--- src/rtl/dmac_multi_cfg_if.sv ---
`default_nettype none
// ============================================================================
// Module  : dmac_multi_cfg_if
// Brief   : APB register-bus bundle for the multi-channel DMA configurator.
// Revision: 1.0 - initial release
// ============================================================================
interface dmac_multi_cfg_if;
    logic        psel_i;
    logic        penable_i;
    logic        pwrite_i;
    logic [11:0] paddr_i;
    logic [31:0] pwdata_i;
    logic        pready_o;
    logic [31:0] prdata_o;
    logic        pslverr_o;

    modport master (
        output psel_i, penable_i, pwrite_i, paddr_i, pwdata_i,
        input  pready_o, prdata_o, pslverr_o
    );

    modport slave (
        input  psel_i, penable_i, pwrite_i, paddr_i, pwdata_i,
        output pready_o, prdata_o, pslverr_o
    );
endinterface
`default_nettype wire

--- src/rtl/dmac_multi_cfg.sv ---
`default_nettype none
// ============================================================================
// Module  : dmac_multi_cfg
// Brief   : APB-programmed configuration/sequencing block for N_CH DMA
//           channels; optional interrupt logic under DMAC_MULTI_CFG_IRQ_EN.
// Revision: 1.0 - initial release
// ============================================================================
module dmac_multi_cfg #(
    parameter int N_CH  = 4,
    parameter int LEN_W = 16
) (
    input  wire logic              clk,
    input  wire logic              rst_n,
    dmac_multi_cfg_if.slave        apb,
    output logic [N_CH*32-1:0]     src_addr_o,
    output logic [N_CH*32-1:0]     dst_addr_o,
    output logic [N_CH*LEN_W-1:0]  byte_len_o,
    output logic [N_CH-1:0]        start_o,
    input  wire logic [N_CH-1:0]   done_i,
    output logic                   irq_o
);

    typedef enum logic [0:0] {
        S_IDLE = 1'b0,
        S_BUSY = 1'b1
    } state_t;

    localparam logic [31:0] C_VERSION  = 32'h0002_2024;
    localparam logic [4:0]  C_OFF_SRC  = 5'h00;
    localparam logic [4:0]  C_OFF_DST  = 5'h04;
    localparam logic [4:0]  C_OFF_LEN  = 5'h08;
    localparam logic [4:0]  C_OFF_CMD  = 5'h0C;
    localparam logic [4:0]  C_OFF_STAT = 5'h10;
    localparam logic [7:0]  C_GLB_VER  = 8'h00;
    localparam logic [7:0]  C_GLB_ISTA = 8'h04;
    localparam logic [7:0]  C_GLB_IEN  = 8'h08;
    localparam logic [6:0]  C_N_CH     = 7'(N_CH);

    // ---------------- APB decode ----------------
    logic        w_wr;
    logic        w_access;
    logic        w_rd_setup;
    logic        w_in_ch_space;
    logic [6:0]  w_ch_idx;
    logic [4:0]  w_off;
    logic [7:0]  w_glob_off;
    logic        w_off_ok;
    logic        w_ch_ok;
    logic        w_glob_ok;

    assign w_wr          = apb.psel_i && apb.penable_i && apb.pwrite_i;
    assign w_access      = apb.psel_i && apb.penable_i;
    assign w_rd_setup    = apb.psel_i && !apb.penable_i && !apb.pwrite_i;
    assign w_in_ch_space = (apb.paddr_i[11:8] != 4'h0);
    // Channel windows start at 0x100 and are 0x20 apart.
    assign w_ch_idx      = apb.paddr_i[11:5] - 7'd8;
    assign w_off         = apb.paddr_i[4:0];
    assign w_glob_off    = apb.paddr_i[7:0];
    assign w_off_ok      = (w_off == C_OFF_SRC) || (w_off == C_OFF_DST) ||
                           (w_off == C_OFF_LEN) || (w_off == C_OFF_CMD) ||
                           (w_off == C_OFF_STAT);
    assign w_ch_ok       = w_in_ch_space && (w_ch_idx < C_N_CH) && w_off_ok;
    assign w_glob_ok     = !w_in_ch_space &&
                           ((w_glob_off == C_GLB_VER) || (w_glob_off == C_GLB_ISTA) ||
                            (w_glob_off == C_GLB_IEN));

    // ---------------- per-channel storage ----------------
    logic [31:0]      r_src [N_CH];
    logic [31:0]      r_dst [N_CH];
    logic [LEN_W-1:0] r_len [N_CH];
    logic [N_CH-1:0]  r_done;
    state_t           r_state     [N_CH];
    state_t           w_state_nxt [N_CH];

    logic [N_CH-1:0]  w_ch_sel;
    logic [N_CH-1:0]  w_busy;
    logic [N_CH-1:0]  w_wr_ch;
    logic [N_CH-1:0]  w_cfg_wr;
    logic [N_CH-1:0]  w_cmd_go;
    logic [N_CH-1:0]  w_start;
    logic [N_CH-1:0]  w_done_evt;
    logic [N_CH-1:0]  w_err_ch;

    always_comb begin
        for (int c = 0; c < N_CH; c++) begin
            w_ch_sel[c]   = w_ch_ok && (w_ch_idx == 7'(c));
            w_busy[c]     = (r_state[c] == S_BUSY);
            w_wr_ch[c]    = w_wr && w_ch_sel[c];
            // STATUS is read-only, so a write there is neither an error nor an update.
            w_cfg_wr[c]   = w_wr_ch[c] && !w_busy[c] && (w_off != C_OFF_STAT);
            w_err_ch[c]   = w_wr_ch[c] &&  w_busy[c] && (w_off != C_OFF_STAT);
            w_cmd_go[c]   = w_cfg_wr[c] && (w_off == C_OFF_CMD) && apb.pwdata_i[0];
            w_start[c]    = w_cmd_go[c] && (r_len[c] != '0);
            w_done_evt[c] = (w_cmd_go[c] && (r_len[c] == '0)) ||
                            (w_busy[c] && done_i[c]);
        end
    end

    // ---------------- channel FSMs ----------------
    always_comb begin
        for (int c = 0; c < N_CH; c++) begin
            w_state_nxt[c] = r_state[c];
            case (r_state[c])
                S_IDLE:  if (w_start[c]) w_state_nxt[c] = S_BUSY;
                S_BUSY:  if (done_i[c])  w_state_nxt[c] = S_IDLE;
                default: w_state_nxt[c] = S_IDLE;
            endcase
        end
    end

    always_ff @(posedge clk or negedge rst_n) begin
        if (!rst_n) begin
            for (int c = 0; c < N_CH; c++) r_state[c] <= S_IDLE;
        end else begin
            for (int c = 0; c < N_CH; c++) r_state[c] <= w_state_nxt[c];
        end
    end

    always_ff @(posedge clk or negedge rst_n) begin
        if (!rst_n) begin
            for (int c = 0; c < N_CH; c++) begin
                r_src[c] <= '0;
                r_dst[c] <= '0;
                r_len[c] <= '0;
            end
            r_done <= '0;
        end else begin
            for (int c = 0; c < N_CH; c++) begin
                if (w_cfg_wr[c] && (w_off == C_OFF_SRC)) r_src[c] <= apb.pwdata_i;
                if (w_cfg_wr[c] && (w_off == C_OFF_DST)) r_dst[c] <= apb.pwdata_i;
                if (w_cfg_wr[c] && (w_off == C_OFF_LEN)) r_len[c] <= apb.pwdata_i[LEN_W-1:0];
                if (w_start[c])         r_done[c] <= 1'b0;
                else if (w_done_evt[c]) r_done[c] <= 1'b1;
            end
        end
    end

    for (genvar c = 0; c < N_CH; c++) begin : g_pack
        assign src_addr_o[32*c +: 32]       = r_src[c];
        assign dst_addr_o[32*c +: 32]       = r_dst[c];
        assign byte_len_o[LEN_W*c +: LEN_W] = r_len[c];
    end

    assign start_o = w_start;

    // ---------------- interrupt block ----------------
    logic [31:0] w_irq_stat_rd;
    logic [31:0] w_irq_en_rd;

`ifdef DMAC_MULTI_CFG_IRQ_EN
    logic [N_CH-1:0] r_irq_stat;
    logic [N_CH-1:0] r_irq_en;
    logic [N_CH-1:0] w_w1c;

    assign w_w1c = (w_wr && w_glob_ok && (w_glob_off == C_GLB_ISTA)) ?
                   apb.pwdata_i[N_CH-1:0] : '0;

    always_ff @(posedge clk or negedge rst_n) begin
        if (!rst_n) begin
            r_irq_stat <= '0;
            r_irq_en   <= '0;
        end else begin
            // New completion events win over a same-cycle clear.
            r_irq_stat <= (r_irq_stat & ~w_w1c) | w_done_evt;
            if (w_wr && w_glob_ok && (w_glob_off == C_GLB_IEN))
                r_irq_en <= apb.pwdata_i[N_CH-1:0];
        end
    end

    assign irq_o         = |(r_irq_stat & r_irq_en);
    assign w_irq_stat_rd = 32'(r_irq_stat);
    assign w_irq_en_rd   = 32'(r_irq_en);
`else
    assign irq_o         = 1'b0;
    assign w_irq_stat_rd = 32'h0;
    assign w_irq_en_rd   = 32'h0;
`endif

    // ---------------- read path ----------------
    logic [31:0] w_rd_data;
    logic [31:0] r_rdata;

    always_comb begin
        w_rd_data = 32'h0;
        if (w_glob_ok) begin
            case (w_glob_off)
                C_GLB_VER:  w_rd_data = C_VERSION;
                C_GLB_ISTA: w_rd_data = w_irq_stat_rd;
                C_GLB_IEN:  w_rd_data = w_irq_en_rd;
                default:    w_rd_data = 32'h0;
            endcase
        end
        for (int c = 0; c < N_CH; c++) begin
            if (w_ch_sel[c]) begin
                case (w_off)
                    C_OFF_SRC:  w_rd_data = r_src[c];
                    C_OFF_DST:  w_rd_data = r_dst[c];
                    C_OFF_LEN:  w_rd_data = 32'(r_len[c]);
                    C_OFF_STAT: w_rd_data = {30'h0, w_busy[c], r_done[c]};
                    default:    w_rd_data = 32'h0;
                endcase
            end
        end
    end

    always_ff @(posedge clk or negedge rst_n) begin
        if (!rst_n)          r_rdata <= 32'h0;
        else if (w_rd_setup) r_rdata <= w_rd_data;
    end

    assign apb.prdata_o  = r_rdata;
    assign apb.pready_o  = 1'b1;
    // Gated by rst_n so a bus access held during reset never reports an error.
    assign apb.pslverr_o = rst_n && w_access && (!(w_ch_ok || w_glob_ok) || (|w_err_ch));

endmodule
`default_nettype wire

--- src/flat_wrapper.sv ---
// flat-port wrapper written by rule: the top's interface ports become plain ports
module dmac_multi_cfg_flat 
#(
    parameter int N_CH  = 4,
    parameter int LEN_W = 16
)
  (clk, rst_n, src_addr_o, dst_addr_o, byte_len_o, start_o, done_i, irq_o, apb_psel_i, apb_penable_i, apb_pwrite_i, apb_paddr_i, apb_pwdata_i, apb_pready_o, apb_prdata_o, apb_pslverr_o);
  dmac_multi_cfg_if apb_i ();
  input  wire logic clk;
  input  wire logic rst_n;
  output logic [N_CH*32-1:0] src_addr_o;
  output logic [N_CH*32-1:0] dst_addr_o;
  output logic [N_CH*LEN_W-1:0] byte_len_o;
  output logic [N_CH-1:0] start_o;
  input  wire logic [N_CH-1:0] done_i;
  output logic irq_o;
  input wire logic [$bits(apb_i.psel_i)-1:0] apb_psel_i;
  input wire logic [$bits(apb_i.penable_i)-1:0] apb_penable_i;
  input wire logic [$bits(apb_i.pwrite_i)-1:0] apb_pwrite_i;
  input wire logic [$bits(apb_i.paddr_i)-1:0] apb_paddr_i;
  input wire logic [$bits(apb_i.pwdata_i)-1:0] apb_pwdata_i;
  output wire logic [$bits(apb_i.pready_o)-1:0] apb_pready_o;
  output wire logic [$bits(apb_i.prdata_o)-1:0] apb_prdata_o;
  output wire logic [$bits(apb_i.pslverr_o)-1:0] apb_pslverr_o;
  assign apb_i.psel_i = apb_psel_i;
  assign apb_i.penable_i = apb_penable_i;
  assign apb_i.pwrite_i = apb_pwrite_i;
  assign apb_i.paddr_i = apb_paddr_i;
  assign apb_i.pwdata_i = apb_pwdata_i;
  assign apb_pready_o = apb_i.pready_o;
  assign apb_prdata_o = apb_i.prdata_o;
  assign apb_pslverr_o = apb_i.pslverr_o;
  dmac_multi_cfg #(.N_CH(N_CH), .LEN_W(LEN_W)) u_core (.clk(clk), .rst_n(rst_n), .apb(apb_i), .src_addr_o(src_addr_o), .dst_addr_o(dst_addr_o), .byte_len_o(byte_len_o), .start_o(start_o), .done_i(done_i), .irq_o(irq_o));
endmodule
--- config.mk ---
export PLATFORM = sky130hd
export DESIGN_NAME = dmac_multi_cfg_flat
export DESIGN_NICKNAME = d
export VERILOG_FILES = /design/src/rtl/dmac_multi_cfg_if.sv /design/src/rtl/dmac_multi_cfg.sv /design/src/flat_wrapper.sv
export SDC_FILE = /design/constraint.sdc
export NUM_CORES = 1
export LEC_CHECK = 0
export BUFFER_PORTS_ARGS = -buffer_cell sky130_fd_sc_hd__buf_2
export CAP_MARGIN = 20
export CORE_MARGIN = 2
export CORE_UTILIZATION = 58
export DETAILED_ROUTE_END_ITERATION = 8
export HOLD_SLACK_MARGIN = 0.08
export PLACE_DENSITY = 0.86
export SETUP_SLACK_MARGIN = 0.05
export SLEW_MARGIN = 40
export SYNTH_ARGS = -nofsm -noshare
export SYNTH_HDL_FRONTEND = slang
export SYNTH_SLANG_ARGS = --single-unit
--- constraint.sdc ---
create_clock -name clk -period 4.1 [get_ports clk]
set_clock_uncertainty 0.2 [all_clocks]
set_input_delay 0.205 -clock clk [delete_from_list [all_inputs] [get_ports clk]]
set_output_delay 0.205 -clock clk [all_outputs]
set_load 0.02 [all_outputs]
Word-level counts from Yosys, hierarchy flattened:

Cells that the tools add are included.

* register bits: 360
* input bits: 53
* output and inout port bits: 359
* logic and storage cells: 169

* $add $sub $neg: 1
* order comparisons: 1
* equal/unequal tests: 10
* mux-type cells: 30
* bitwise operators: 4
* reduce and logical (&&, ||, !) cells: 102

Operators with widths (count)
* $pmux 32 s4: 4
* $mux 32: 4
* $logic_and 1x1->1: 65
* $logic_not 16->1: 4
* $reduce_bool 16->1: 4
* $mux 18: 2
* $mux 1: 16
* $eq 7x2->1 const B: 2
* $logic_or 1x1->1: 12
* $eq 5x4->1 const B: 2
* $eq 8x3->1 const B: 1
* $eq 8x4->1 const B: 1
* $logic_not 1->1: 8
* $logic_not 8->1: 1
* $pmux 1 s2: 4
* $reduce_bool 2->1: 4
* $eq 7x1->1 const B: 1
* $logic_not 7->1: 1
* $lt 7x3->1 const B: 1
* $sub 7x4->7 const B: 1
* $eq 5x3->1 const B: 1
* $eq 5x5->1 const B: 1
* $logic_not 5->1: 1
* $ne 5x5->1 const B: 1
* other kinds (3): 6

Depth between registers and ports, before layout:

* depth in word-level cells: 16
* gate-level depth with buffers: 11
* depth with buffers taken out: 8

Worst setup path after synthesis:

No wires, ideal clock.

* path type: input to output
* start: input port apb_paddr_i[9]
* end: output port start_o[1]
* arrival time: 2.254 ns
* data required time: 3.695 ns
* path slack: 1.441 ns
* stages: 9
* buffers on the path: 3
* cell sequence: inv_1 -> ha_1 -> and4bb_2 -> buf_2 -> nand3b_1 -> or2_0 -> buf_2 -> buf_2 -> nor4_1

* cells in the longest elaborated chain, start to end: 11

Ends and longest elaborated chain
* from (decl): RTL line flat_wrapper.sv:20 `input wire logic [$bits(apb_i.paddr_i)-1:0] apb_paddr_i;`
* $sub 7x4->7: RTL line dmac_multi_cfg.sv:56 `assign w_ch_idx = apb.paddr_i[11:5] - 7'd8;`
* $lt 7x3->1: RTL line dmac_multi_cfg.sv:62 `assign w_ch_ok = w_in_ch_space && (w_ch_idx < C_N_CH) && w_off_ok;`
* $logic_and 1x1->1 (2 in series): RTL line dmac_multi_cfg.sv:62
* $logic_and 1x1->1 (*): RTL line dmac_multi_cfg.sv:86 `w_ch_sel[c] = w_ch_ok && (w_ch_idx == 7'(c));`
* $logic_and 1x1->1 (*): RTL line dmac_multi_cfg.sv:88 `w_wr_ch[c] = w_wr && w_ch_sel[c];`
* $logic_and 1x1->1 (*) (2 in series): RTL line dmac_multi_cfg.sv:90 `w_cfg_wr[c] = w_wr_ch[c] && !w_busy[c] && (w_off != C_OFF_STAT);`
* $logic_and 1x1->1 (*) (2 in series): RTL line dmac_multi_cfg.sv:92 `w_cmd_go[c] = w_cfg_wr[c] && (w_off == C_OFF_CMD) && apb.pwdata_i[0];`
* $logic_and 1x1->1 (*): RTL line dmac_multi_cfg.sv:93 `w_start[c] = w_cmd_go[c] && (r_len[c] != '0);`
* to (decl): RTL line flat_wrapper.sv:14 `output logic [N_CH-1:0] start_o;`

Every way passes the cells marked *; elsewhere a longest branch is shown, timed or not.

Worst setup path after layout:

* start: input port apb_paddr_i[8]
* end: output port start_o[1]

Same word-level chain as after synthesis.

==> impl_results.html <==
<table>
<tr><th>Metric</th><th>Value</th></tr>
<tr><th colspan="2">CTS</th></tr>
<tr><td>Skew-Pair Late Insertion Delay</td><td>0.54 ns</td></tr>
<tr><td>Worst-path clk slew</td><td>~0.060 ns</td></tr>
<tr><td>Number of buffers created by CTS</td><td>37</td></tr>
<tr><td>CTS Buffer Depth</td><td>3</td></tr>
<tr><td>Clock root buffer</td><td>sky130_fd_sc_hd__clkbuf_16</td></tr>
<tr><td>H-Tree Level Count</td><td>2</td></tr>
<tr><td>Clock Sinks</td><td>360</td></tr>
<tr><td>Clock tree from TritonCTS</td><td>built</td></tr>
<tr><th colspan="2">Setup path</th></tr>
<tr><td>Worst reg2reg endpoint</td><td>u_core.r_state[3]</td></tr>
<tr><td>Critical path class</td><td>input port to output pin</td></tr>
<tr><td>Reg2Reg Launch Point</td><td>u_core.byte_len_o[14]</td></tr>
<tr><td>Biggest fanout along the worst timing path</td><td>15</td></tr>
<tr><td>Worst-case register-to-register setup slack</td><td>approximately 1.7 ns</td></tr>
<tr><td>Crit. End Element</td><td>output pin</td></tr>
<tr><td>Worst-case reg-to-reg path depth</td><td>5</td></tr>
<tr><td>Critical path required time</td><td>3.69 ns</td></tr>
<tr><td>Data arrival time at the worst-slack endpoint</td><td>2.50 ns</td></tr>
<tr><td>Element type at the critical path start</td><td>input port</td></tr>
<tr><th colspan="2">Die</th></tr>
<tr><td>CORE AREA</td><td>~29000 um^2</td></tr>
<tr><td>Die X-Extent</td><td>174 um</td></tr>
<tr><td>Effective utilization at floorplan</td><td>between 50% and 60%</td></tr>
<tr><td>Full die area</td><td>30200 um^2</td></tr>
<tr><td>Vertical die dimension</td><td>between 150 and 200 um</td></tr>
<tr><td>Number of rows created at floorplan</td><td>62</td></tr>
<tr><td>Num ports</td><td>between 400 and 500</td></tr>
<tr><th colspan="2">Global route</th></tr>
<tr><td>GR peak layer</td><td>met2</td></tr>
<tr><td>Met3 track utilization from global routing</td><td>9.23%</td></tr>
<tr><td>Via count of the first global-routing pass</td><td>about 15k</td></tr>
<tr><td>Residual overflow from global routing</td><td>0</td></tr>
<tr><td>Largest net degree at the start of global routing</td><td>153</td></tr>
<tr><td>Total global-route track usage</td><td>38.6%</td></tr>
<tr><td>Global-route met1 utilization</td><td>50.3%</td></tr>
<tr><td>Met2 track demand over resource</td><td>59.3%</td></tr>
<tr><td>Wire length of the first global-routing pass</td><td>89.0 mm</td></tr>
<tr><td>Antenna violations before repair</td><td>2</td></tr>
<tr><th colspan="2">Finish</th></tr>
<tr><td>Area growth from synthesis to final layout</td><td>24.1%</td></tr>
<tr><td>Multi-input combinational cell area</td><td>7200 um^2</td></tr>
<tr><td>Nets</td><td>1824</td></tr>
<tr><td>Register Area</td><td>9010 um^2</td></tr>
<tr><td>Fraction of final layout cells with drive strength greater than 1</td><td>46.9%</td></tr>
<tr><td>Number of fillers in the final layout</td><td>1922</td></tr>
<tr><th colspan="2">Power and ir drop</th></tr>
<tr><td>Total power density per cell area</td><td>between 300 and 400 nW/um^2</td></tr>
<tr><td>Total power draw</td><td>7.10 mW</td></tr>
<tr><td>Worst VDD drop</td><td>390 uV</td></tr>
<tr><td>Leakage</td><td>10.8 nW</td></tr>
<tr><th colspan="2">Logic synthesis</th></tr>
<tr><td>Number of instances in the synthesized netlist</td><td>between 1k and 1.5k</td></tr>
<tr><td>Number of warning messages in the yosys log</td><td>0</td></tr>
<tr><td>Top cells by area in the synthesized netlist</td><td>sky130_fd_sc_hd__dfrtp_1 (54%), sky130_fd_sc_hd__mux2_2 (20%), sky130_fd_sc_hd__a22oi_1 (3.4%), sky130_fd_sc_hd__mux2i_1 (2.3%), sky130_fd_sc_hd__a21oi_1 (2.2%)</td></tr>
<tr><td>Number of different library cells in the post-synthesis netlist</td><td>59</td></tr>
<tr><td>Summed instance area of the synthesized netlist</td><td>16700 um^2</td></tr>
<tr><td>Total nets after synthesis</td><td>about 1.4k</td></tr>
<tr><td>Share of synthesized flip-flops with an asynchronous set or reset</td><td>100%</td></tr>
<tr><td>Count of flip-flops with a built-in enable after synthesis</td><td>0</td></tr>
<tr><td>Leading cell type by number of instances after synthesis</td><td>sky130_fd_sc_hd__dfrtp_1</td></tr>
<tr><td>Seq cells post-synth</td><td>360</td></tr>
<tr><td>Top cell type by total area after synthesis</td><td>sky130_fd_sc_hd__dfrtp_1</td></tr>
<tr><td>Per-instance average area after synthesis</td><td>12.4 um^2</td></tr>
<tr><td>Ys flop type</td><td>sky130_fd_sc_hd__dfrtp_1</td></tr>
<tr><td>Most frequent cells after synthesis</td><td>sky130_fd_sc_hd__dfrtp_1 (360), sky130_fd_sc_hd__mux2_2 (303), sky130_fd_sc_hd__nand2_1 (93)</td></tr>
<tr><td>Share of the yosys chip area belonging to registers</td><td>53.9%</td></tr>
<tr><td>Post-synth top area share</td><td>53.9%</td></tr>
<tr><th colspan="2">Detailed routing</th></tr>
<tr><td>Drc violations</td><td>0</td></tr>
<tr><td>Pre-antenna DRT Iters</td><td>6</td></tr>
<tr><td>Total via count after detailed routing</td><td>14.6k</td></tr>
<tr><td>Number of nets with antenna violations after routing</td><td>0</td></tr>
<tr><td>Final routed wire length divided by cell count</td><td>27.2 um</td></tr>
<tr><td>Total wire length after detailed routing</td><td>59.3 mm</td></tr>
<tr><td>Average vias per placed instance</td><td>6.71</td></tr>
<tr><td>Number of design-rule violations left by the first detailed-router iteration</td><td>1712</td></tr>
<tr><th colspan="2">Hold path</th></tr>
<tr><td>Type of the tightest min-delay check</td><td>input port to flop</td></tr>
<tr><td>Startpoint of the most critical hold path</td><td>apb_paddr_i[6]</td></tr>
<tr><td>Count of cells along the worst hold path</td><td>5</td></tr>
<tr><td>Terminating pin of the worst hold path</td><td>u_core.apb.prdata_o[1]</td></tr>
<tr><th colspan="2">STA</th></tr>
<tr><td>Setup repair after global routing missed its margin</td><td>no</td></tr>
<tr><td>Final hold vios</td><td>0</td></tr>
<tr><td>Setup TNS</td><td>0 ns</td></tr>
<tr><td>Worst max-slew margin expressed relative to the limit</td><td>a little over two fifths</td></tr>
<tr><td>Transition time at the pin with the least slew margin</td><td>0.845 ns</td></tr>
<tr><td>Final count of pins violating max slew</td><td>0</td></tr>
<tr><td>Final-report setup violation count</td><td>0</td></tr>
<tr><td>Final period util</td><td>a little under three quarters</td></tr>
<tr><td>Final critical path time including I/O delays and setup</td><td>~2.9 ns</td></tr>
<tr><td>Achievable frequency</td><td>344 MHz</td></tr>
<tr><th colspan="2">Run status</th></tr>
<tr><td>Status</td><td>finished, final reports clean</td></tr>
<tr><th colspan="2">Flow run</th></tr>
<tr><td>Maximum capacitance violations</td><td>0</td></tr>
<tr><th colspan="2">Placed design</th></tr>
<tr><td>Number of buffer cells added on primary ports</td><td>409</td></tr>
<tr><td>Gpl congestion</td><td>0.936</td></tr>
<tr><td>Post-detailed-placement half-perimeter wirelength</td><td>39.8 mm</td></tr>
</table>
## where the power goes
part / internal (mW) / switching (mW) / total, mW
Sequential: 3.56 / 0.00358 / 3.56
Combinational: 0.0805 / 0.223 / 0.304
Clock: 1.81 / 1.43 / 3.24
## layer usage
layer	up-vias	part of all wire, %	wire (um)
met4	0	7.1	4210
met5	-	0	0
met2	1223	45	26700
met1	7262	36	21300
li1	5847	-	-
met3	304	12	7050
## sequential cells by signal, indices dropped and copies added (netlist names)
signal and count:
u_core.byte_len_o 64, u_core.dst_addr_o 128, u_core.src_addr_o 128, u_core.r_done 4, u_core.apb.prdata_o 32, u_core.r_state 4
## stage by stage
stage	cells	instance area, um^2	util [%]	worst slack (ns)	hold WS (ns)
floorplan	1351	16700	-	1.44	-0.291
global placement	2073	19200	67.1	0.928	0.0108
detailed placement	2073	19200	67.1	0.902	0.0152
CTS	2178	20700	72.6	1.10	0.116
global route	2181	20800	72.7	1.02	0.170
finish	2181	20800	72.7	1.19	0.128
## layout make-up
type / instances / share of cell area [%]
clock inverter: 10 / 0.362
sequential: 360 / 43.4
antenna: 2 / 0.0241
multi-input combinational: 869 / 34.7
timing repair buffer: 493 / 13.9
tap: 384 / 2.32
clock buffer: 55 / 5.12
inverter: 8 / 0.145
## critical path, cell delays in order
cell and delay, ns:
sky130_fd_sc_hd__buf_2 0.12, sky130_fd_sc_hd__inv_1 0.05, sky130_fd_sc_hd__ha_1 0.26, sky130_fd_sc_hd__and4bb_2 0.34
sky130_fd_sc_hd__nand3b_1 0.16, sky130_fd_sc_hd__or2_2 0.53, sky130_fd_sc_hd__nor4_1 0.56, sky130_fd_sc_hd__buf_2 0.27
## layout by cell type (no fill, tap or decap), types with 5 or more instances in the layout
master and n:
sky130_fd_sc_hd__a21oi_1 74, sky130_fd_sc_hd__buf_2 408, sky130_fd_sc_hd__mux2_2 303, sky130_fd_sc_hd__a22oi_1 75
sky130_fd_sc_hd__buf_12 5, sky130_fd_sc_hd__clkbuf_1 11, sky130_fd_sc_hd__a32o_1 11, sky130_fd_sc_hd__nor2_1 38
sky130_fd_sc_hd__buf_4 38, sky130_fd_sc_hd__mux2_1 21, sky130_fd_sc_hd__nand3_1 9, sky130_fd_sc_hd__clkinv_2 6
sky130_fd_sc_hd__o21ai_0 35, sky130_fd_sc_hd__a211oi_1 6, sky130_fd_sc_hd__a221o_1 7, sky130_fd_sc_hd__clkbuf_8 7
sky130_fd_sc_hd__o31ai_1 11, sky130_fd_sc_hd__nand2_1 92, sky130_fd_sc_hd__inv_1 8, sky130_fd_sc_hd__clkbuf_16 37
sky130_fd_sc_hd__nor4_1 19, sky130_fd_sc_hd__dlygate4sd3_1 39, sky130_fd_sc_hd__o22ai_1 17, sky130_fd_sc_hd__nor3_1 24
sky130_fd_sc_hd__a221oi_1 11, sky130_fd_sc_hd__nor3_4 13, sky130_fd_sc_hd__dfrtp_1 360, sky130_fd_sc_hd__mux2i_1 39
## logic make-up after synthesis
logic type | share of synthesized area (%)
mux | 24.3
flops | 53.9
xor+xnor | 0.105
other cells | 0.0449
simple gates | 7.30
compound gates | 10.9
fa+ha+maj | 0.150
buf+inv | 3.37
## timing repair
item | CTS | global route
buffers inserted | 0 | 0
hold buffers | 40 | 0
hold endpoints to repair | 399 | 0
resized for setup | 0 | 0
## how the worst max path moves through the flow
stage,depth (start not counted),end,start,slack (ns)
3_3_place_gp,8,u_core.apb.prdata_o[13],apb_paddr_i[2],0.93
6_report,8,start_o[1],apb_paddr_i[8],1.19
5_1_grt,8,start_o[1],apb_paddr_i[8],1.02
2_1_floorplan,9,start_o[1],apb_paddr_i[9],1.44
4_1_cts,8,start_o[1],apb_paddr_i[8],1.10
3_5_place_dp,8,u_core.apb.prdata_o[13],apb_paddr_i[2],0.90
(Power assumes the default switching activity.)
